**src/rtl/pipeline_register.sv**
```systemverilog
// pipeline_register
//   DEPTH-stage valid/ready register pipeline with bubble collapsing.
//   An entry can advance into any stage that is empty, or whose current
//   occupant is itself advancing, so gaps close up while the output is stalled.
//
// Parameters
//   WIDTH        data bits per stage (>= 1)
//   DEPTH        number of register stages (>= 1)
//   RESET_VALUE  value loaded into every data register on reset
//
// Ports
//   clock      rising-edge clock
//   reset      asynchronous active-low reset
//   flush      synchronous active-high discard of all in-flight entries
//   in_valid   producer offers in_data
//   in_ready   pipeline accepts in_data (combinational from out_ready)
//   in_data    producer payload
//   out_valid  out_data holds a valid entry
//   out_ready  consumer accepts out_data
//   out_data   payload of the last stage
//   occupancy  number of valid stages, 0..DEPTH
module pipeline_register #(
    parameter int unsigned      WIDTH       = 32,
    parameter int unsigned      DEPTH       = 2,
    parameter logic [WIDTH-1:0] RESET_VALUE = '0
) (
    input  logic                       clock,
    input  logic                       reset,
    input  logic                       flush,
    input  logic                       in_valid,
    output logic                       in_ready,
    input  logic [WIDTH-1:0]           in_data,
    output logic                       out_valid,
    input  logic                       out_ready,
    output logic [WIDTH-1:0]           out_data,
    output logic [$clog2(DEPTH+1)-1:0] occupancy
);

    localparam int unsigned OCC_W = $clog2(DEPTH + 1);

    logic [WIDTH-1:0] data_q [DEPTH];
    logic [WIDTH-1:0] data_d [DEPTH];
    logic [DEPTH-1:0] valid_q;
    logic [DEPTH-1:0] valid_d;
    logic [DEPTH-1:0] open_c;
    logic [OCC_W-1:0] occ_c;

    // A stage is open when it, or any stage downstream of it, is empty, or
    // when the consumer is taking the last stage. Accumulating from the output
    // end avoids a self-referencing chain through open_c.
    always_comb begin : open_logic
        logic acc;
        acc    = out_ready;
        open_c = '0;
        for (int unsigned i = 0; i < DEPTH; i++) begin
            acc                = acc | ~valid_q[DEPTH-1-i];
            open_c[DEPTH-1-i]  = acc;
        end
    end

    always_comb begin : next_state
        valid_d = valid_q;
        data_d  = data_q;
        if (flush) begin
            // Only the valid bits are cleared; stale data is harmless.
            valid_d = '0;
        end else begin
            if (open_c[0]) begin
                valid_d[0] = in_valid;
                data_d[0]  = in_data;
            end
            for (int unsigned i = 1; i < DEPTH; i++) begin
                if (open_c[i]) begin
                    valid_d[i] = valid_q[i-1];
                    data_d[i]  = data_q[i-1];
                end
            end
        end
    end

    always_comb begin : popcount
        occ_c = '0;
        for (int unsigned i = 0; i < DEPTH; i++) begin
            occ_c = occ_c + OCC_W'(valid_q[i]);
        end
    end

    always_ff @(posedge clock or negedge reset) begin
        if (!reset) begin
            valid_q <= '0;
            for (int unsigned i = 0; i < DEPTH; i++) begin
                data_q[i] <= RESET_VALUE;
            end
        end else begin
            valid_q <= valid_d;
            data_q  <= data_d;
        end
    end

    // reset gates in_ready so nothing is offered as accepted while held in reset.
    assign in_ready  = open_c[0] & ~flush & reset;
    assign out_valid = valid_q[DEPTH-1] & ~flush;
    assign out_data  = data_q[DEPTH-1];
    assign occupancy = occ_c;

endmodule

```
**config.mk**
```make
export PLATFORM = sky130hd
export DESIGN_NAME = pipeline_register
export DESIGN_NICKNAME = d
export VERILOG_FILES = /design/src/rtl/pipeline_register.sv
export SDC_FILE = /design/constraint.sdc
export NUM_CORES = 1
export LEC_CHECK = 0
export ABC_AREA = 0
export CORE_MARGIN = 5
export CORE_UTILIZATION = 39
export CTS_CLUSTER_DIAMETER = 50
export DETAILED_ROUTE_END_ITERATION = 8
export PLACE_DENSITY = 0.75
export SLEW_MARGIN = 25
export SYNTH_ARGS = -nofsm -noshare
export SYNTH_HDL_FRONTEND = slang
export SYNTH_SLANG_ARGS = --single-unit
```
**constraint.sdc**
```tcl
create_clock -name clock -period 4.6 [get_ports clock]
set_clock_uncertainty 0.1 [all_clocks]
set_input_delay 1.38 -clock clock [delete_from_list [all_inputs] [get_ports clock]]
set_output_delay 1.38 -clock clock [all_outputs]
set_load 0.02 [all_outputs]
```
== After elaboration in Yosys (flattened, before gate mapping) ==
Index checks and enable logic that the tools add are counted.
Storage, ports and cells
  output and inout bits: 36
  word-level logic and storage cells: 20
  register bits: 66
  bits of input ports: 37
Operators by class
  muxes and demuxes: 3
  reduce and logical (&&, ||, !) cells: 4
  bitwise gates (word level): 8
  add/sub/neg operators: 1
Operators by type and width (count)
  2-bit AND reduction: 2
  2-bit nonzero test: 2
  1-bit AND: 3
  1-bit NOT: 3
  1-bit by 1-bit adder with 2-bit output: 1
  1-bit 2-to-1 mux: 2
  2-bit 2-to-1 mux: 1
  1-bit OR: 2

== Depth between registers and ports, before layout ==
Gate-level depths: netlist (run 1).
  word-level depth: 5
  gate-level depth with buffers: 4
  depth with buffers taken out: 3

== Worst setup path before layout (run 1) ==
No wires, ideal clock.
  path type: input to output
  from: input port out_ready
  to: output port in_ready
  stages: 2
  buffers on the path: 0
  data required time: 3.120 ns
  arrival time: 2.132 ns
  path slack: 0.988 ns
  path through: and3b_2 nor3b_1
Between the ends
  longest elaborated chain between the ends: 4
Ends and longest elaborated chain
  start: declaration: RTL line 34  | input logic out_ready,
  1-bit OR (2 in series): RTL line 56  | acc = acc | ~valid_q[DEPTH-1-i];
  1-bit AND (2 in series): RTL line 101  | assign in_ready = open_c[0] & ~flush & reset;
  end: declaration: RTL line 31  | output logic in_ready,
Every way passes these cells.

== Worst setup path after layout (run 1) ==
Ends and elaborated chain as after synthesis.

==> results by group, run 1 <==
Clocking
  • Clock root buffer: clkbuf_8
  • Worst-skew pair later-pin latency: around 330 ps
  • CTS tree: done
  • Post-CTS setup buffer count: 0
  • Clk slew on worst S/H paths: ~70 ps
  • Resized cells post-CTS: 0
  • Hold-fix buffers, CTS: 0
  • Htree depth: 3
  • Inserted Clock Buffers: 9
  • Clk buf depth: 2
  • Clock sinks: 66

Global route
  • Grt total ovfl: 0
  • Largest net degree at the start of global routing: 67
  • Initial antenna violation count: 0
  • Vias in the first global route: 1614
  • First-pass GRT wire length: 7.99 mm
  • Total track usage: 0.115

Synthesis
  • Distinct cells, synth: 15
  • Syn Area/Cell: approximately 16 µm²
  • Synth cell count leaders: dfrtp_1, buf_4, mux2_2, mux2_4, nor2_1
  • Post-synth top area share: 0.571
  • Post-synth top area cell: dfrtp_1
  • Post-Syn Area: around 2900 µm²
  • Number of synthesized flops with an enable pin: 0
  • Asr flop ratio synth: 1.00
  • Yosys reg bits: 66
  • Synth top area cells: dfrtp_1, mux2_4, mux2_2, buf_4, buf_8
  • Register area share after synthesis: 0.571
  • Mapped Cells: about 180
  • Main flop type after synthesis: dfrtp_1
  • Count leader, synth: dfrtp_1
  • Ys Warns: 0
  • Syn_nets: about 220

Cells and area
  • Final Non-Filler Cells: around 330
  • Area grow syn2layout: 28.3%
  • Nets: about 270
  • Fillers: 636
  • Share of layout cells above drive strength 1: 0.380
  • Diode count: 0

Hold path
  • Min-delay worst type: reg -> reg

Placement
  • Hpwl dp: around 3.5 mm
  • Placed insts: 317
  • I/O Buffers: 72
  • Routability congestion estimate: 0.655

Die
  • Row cnt: 31
  • Core ar.: 7250 µm²
  • Initial Utilization: 0.399
  • Die area: between 9000 and 10000 µm²
  • Width of the die: 96.1 µm
  • Die H: 96.1 µm
  • IO Pins: 73

Status
  • Status: finished clean

Power
  • Worst ir drop on vdd: around 0.20 mV
  • Pwr/cell area: ~440 nW/µm²
  • Total power: 1640 µW
  • Total leakage power: ~0.0016 µW

Drt
  • DR iter-0 viols: 20
  • Residual DRC: 0
  • Met3 WL: about 280 µm
  • Top layer reached by signal wires: met4
  • WL met2: around 2.4 mm
  • Drt pass-1 iters: 3
  • Post-DR vias/cell: about 4.4
  • Via count: about 1500
  • Remaining antenna violation count: 0
  • Post-Route WL: between 4 and 5 mm
  • Drt wl/cell: around 15 µm
  • M1 WL: around 2.1 mm

Worst setup path
  • Startpoint Class: input pin
  • WS Path Type: in -> out
  • Crit path DAT: between 2000 and 3000 ps
  • CP Capture Type: output pin
  • CP max FO: 3
  • Worst path required time: 3120 ps

Timing
  • Fin crit share: 0.958
  • Min cycle time layout: 4410 ps
  • Worst rel slew slack: 0.468
  • Peak Freq: about 230 MHz
  • RSZ-0062 raised after global routing: false
  • Total negative slack: 0 ps
  • Final hold vios: 0
  • Max-slew violations: 0
  • Endpoints failing setup: 0
  • Worst Max-Slew Pin Slew: roughly 800 ps

Job
  • Max Cap Violations: 0
metrics by stage:
step                worst slack [ps]   util  instance area, µm²  hold WS (ps)
floorplan                        988      -                2890           359
detailed placement               156  0.477                3460           376
global placement                 200  0.477                3460           375
finish                           194  0.512                3710           389
CTS                              156  0.512                3710           393
global route                    86.0  0.512                3710           418
flip-flops by register name, summed over array words and instances, names as in the netlist:
register and flops:
data_q 32, valid_q 2, out_data 32
area by class of cell:
type / instances / area (µm²) / share of cell area
Clock buffer: 10 / 138 / 0.0371
Clock inverter: 6 / 113 / 0.0303
Multi-Input combinational cell: 75 / 920 / 0.248
Sequential cell: 66 / 1650 / 0.445
Tap cell: 99 / 124 / 0.0334
Timing Repair Buffer: 77 / 766 / 0.206
power by group:
part           switching, µW  internal, µW  leakage [µW]  total, µW
combinational            139           201      0.000731        339
clock                    219           377      0.000127        596
sequential              41.4           660      0.000775        701
cells by family (layout without fill, tap and decap cells):
family	after synthesis	count (layout)	share of synthesized area
multiplexers	64	64	0.289
AND/OR/NAND/NOR	10	10	0.0242
adder cells (fa/ha/maj)	1	1	0.00432
buffers and inverters	38	93	0.111
flip-flops	66	66	0.571
layer usage:
layer	vias to the layer above	GRT usage
li1	677	-
met2	42	0.180
met3	8	0.0375
met5	-	0
met1	751	0.145
met4	0	0.0498
worst max-delay path: stages:
cell	delay, ps
clkdlybuf4s50_1	470
and3b_2	240
nor3b_1	200
clkdlybuf4s50_1	640
placed cells by master (no fill, tap or decap), drive strengths merged:
cell type,n
and2b,1
and3b,1
buf,6
bufinv,3
clkbuf,10
clkdlybuf4s50,71
clkinv,2
dfrtp,66
ha,1
inv,1
mux2,64
nor2,6
nor2b,1
nor3b,1
path summary, 6_finish.rpt:
kind                            start  slack, ps            to  cells past startpoint
setup / recovery            out_ready        190      in_ready                      4
hold / removal             data_q[58]        390  out_data[26]                      1
setup reg to reg           valid_q[0]       2540    data_q[43]                      4
hold reg to reg            data_q[58]        390  out_data[26]                      1
max in group asynchronous       reset       2690  out_data[23]                      2
min in group asynchronous       reset       1180    data_q[51]                      2
Note: power is estimated with default switching activity, not from simulation.
==> run 2: changes to the inputs <==
clock period = 5.3 ns   (was 4.6 ns; I/O delays follow)
==> run 2 against run 1 <==
Net effect:
- worst setup slack better by 290 ps
- non-clock buffer count down 2
- first-iteration DRC count up 110%
- count of clock-buffer cells in the layout down 1
- cell count down 0.60%
- flip-flop and latch count unchanged
- die area unchanged
- clock power down 24%
- cell area down 1.6%
- critical path type unchanged
- largest cell class unchanged
- highest routed layer unchanged
==> results by group, run 2 (same netlist as run 1, synthesis figures left out) <==
Status
  • Status: finished clean

Worst setup path
  • Most common cell on crit path: clkdlybuf4s50_1
  • Worst r2r src: valid_q[0]
  • CP Capture Type: output pin
  • Delay-heaviest family, CP: buffers and inverters
  • Crit path DAT: between 3000 and 4000 ps
  • WS Path Type: in -> out
  • Worst reg2reg path depth: 4
  • CP bufs+invs: 2
  • CP cell instances: clkdlybuf4s50_1 > and3b_2 > nor3b_1 > clkdlybuf4s50_1
  • R2R setup slack: 3160 ps
  • Largest stage delay, worst path: between 600 and 700 ps
  • CP max FO: 3
  • Startpoint Class: input pin
  • Worst path required time: approximately 3600 ps
  • Reg2reg end: data_q[58]
  • Worst path slowest cell: clkdlybuf4s50_1

Timing
  • Peak Freq: around 210 MHz
  • Fin crit share: 0.908
  • Total negative slack: 0 ps
  • Worst rel slew slack: 0.339
  • Setup ws final: 486 ps
  • Worst Max-Slew Pin Slew: approximately 990 ps
  • Endpoints failing setup: 0
  • RSZ-0062 raised after global routing: false
  • Max-slew violations: 0
  • Min cycle time layout: 4810 ps
  • Min Hold Slack: a little under 400 ps
  • Final hold vios: 0

Cells and area
  • Multi-input gate area: about 920 µm²
  • FF/Latch Area: roughly 1700 µm²
  • Most frequent cells in the layout: clkdlybuf4s50_1, dfrtp_1, mux2_2
  • Fillers: ~650
  • Area grow syn2layout: 26.2%
  • Final Instance Area: ~3700 µm²
  • Diode count: 0
  • Share of layout cells above drive strength 1: 0.375
  • Commonest non-fill, non-tap cell in the layout: clkdlybuf4s50_1
  • Nets: around 270

Global route
  • Total track usage: 0.117
  • Vias in the first global route: ~1600
  • Initial antenna violation count: 0
  • Grt total ovfl: 0
  • First-pass GRT wire length: 8.05 mm
  • Largest net degree at the start of global routing: 67

Die
  • Die H: a little under 100 µm
  • IO Pins: 73
  • Width of the die: 96.1 µm
  • Initial Utilization: 0.399
  • Die area: 9240 µm²
  • Row cnt: 31
  • Core ar.: slightly above 7000 µm²

Clocking
  • Hold-fix buffers, CTS: 0
  • Htree depth: 3
  • Clk slew on worst S/H paths: 70 ps
  • Inserted Clock Buffers: 9
  • Worst-skew pair later-pin latency: between 300 and 400 ps
  • Clock sinks: 66
  • Clk buf depth: 2
  • Clock root buffer: clkbuf_8
  • Post-CTS setup buffer count: 0
  • Resized cells post-CTS: 0
  • CTS tree: done

Placement
  • Dpl ws: 457 ps
  • Routability congestion estimate: approximately 0.63
  • I/O Buffers: 72
  • Placed cell areas: approximately 3400 µm²
  • Hpwl dp: 3.33 mm

Drt
  • Residual DRC: 0
  • DR iter-0 viols: 41
  • Drt wl/cell: about 15 µm
  • Post-DR vias/cell: between 4 and 5
  • Via count: between 1000 and 1500
  • Post-Route WL: 4.90 mm
  • Drt pass-1 iters: 4
  • Remaining antenna violation count: 0

Job
  • Max Cap Violations: 0

Hold path
  • Hold path start: data_q[58]
  • Min-delay worst type: reg -> reg
  • Hold Crit Depth: 1
  • Sink of the worst hold path: out_data[26]

Power
  • Total power: about 1400 µW
  • Pwr/cell area: between 300 and 400 nW/µm²
  • Total leakage power: ~0.0016 µW
  • Worst ir drop on vdd: 0.170 mV
[run 2: final cells by class]
type	instances	share of cell area
clock buffers	9	0.0339
clock inverters	7	0.0257
multi-input cells	75	0.252
flip-flops and latches	66	0.452
well taps	99	0.0339
repair buffers	75	0.202
[run 2: worst max path at each step]
stage	to	depth (start not counted)	start
3_5_place_dp	in_ready	4	out_ready
3_3_place_gp	in_ready	4	out_ready
6_report	in_ready	4	out_ready
2_1_floorplan	in_ready	2	out_ready
4_1_cts	in_ready	4	out_ready
5_1_grt	in_ready	4	out_ready
[run 2: stage by stage]
step	utilization	std cells
detailed placement	0.473	315
finish	0.503	331
global route	0.503	331
global placement	0.473	315
CTS	0.503	331
floorplan	-	179
[run 2: per-layer routing]
metal | track usage | wire length (µm)
met4 | 0.0533 | 49
met5 | 0 | 0
met2 | 0.178 | 2400
met3 | 0.0399 | 301
met1 | 0.150 | 2150
[run 2: where the power goes]
| group | internal, µW | switching, µW | total [µW] |
|---|---|---|---|
| logic | 172 | 120 | 292 |
| clock network | 264 | 192 | 455 |
| registers | 573 | 35.9 | 608 |
| total | 1010 | 347 | 1360 |
==> run 3: changes to the inputs <==
CTS_CLUSTER_DIAMETER = unset   (was 50)
CTS_CLUSTER_SIZE = 16   (was unset)
==> results of run 3 <==
The final DEF is identical to that of run 2; final timing and power are the same.
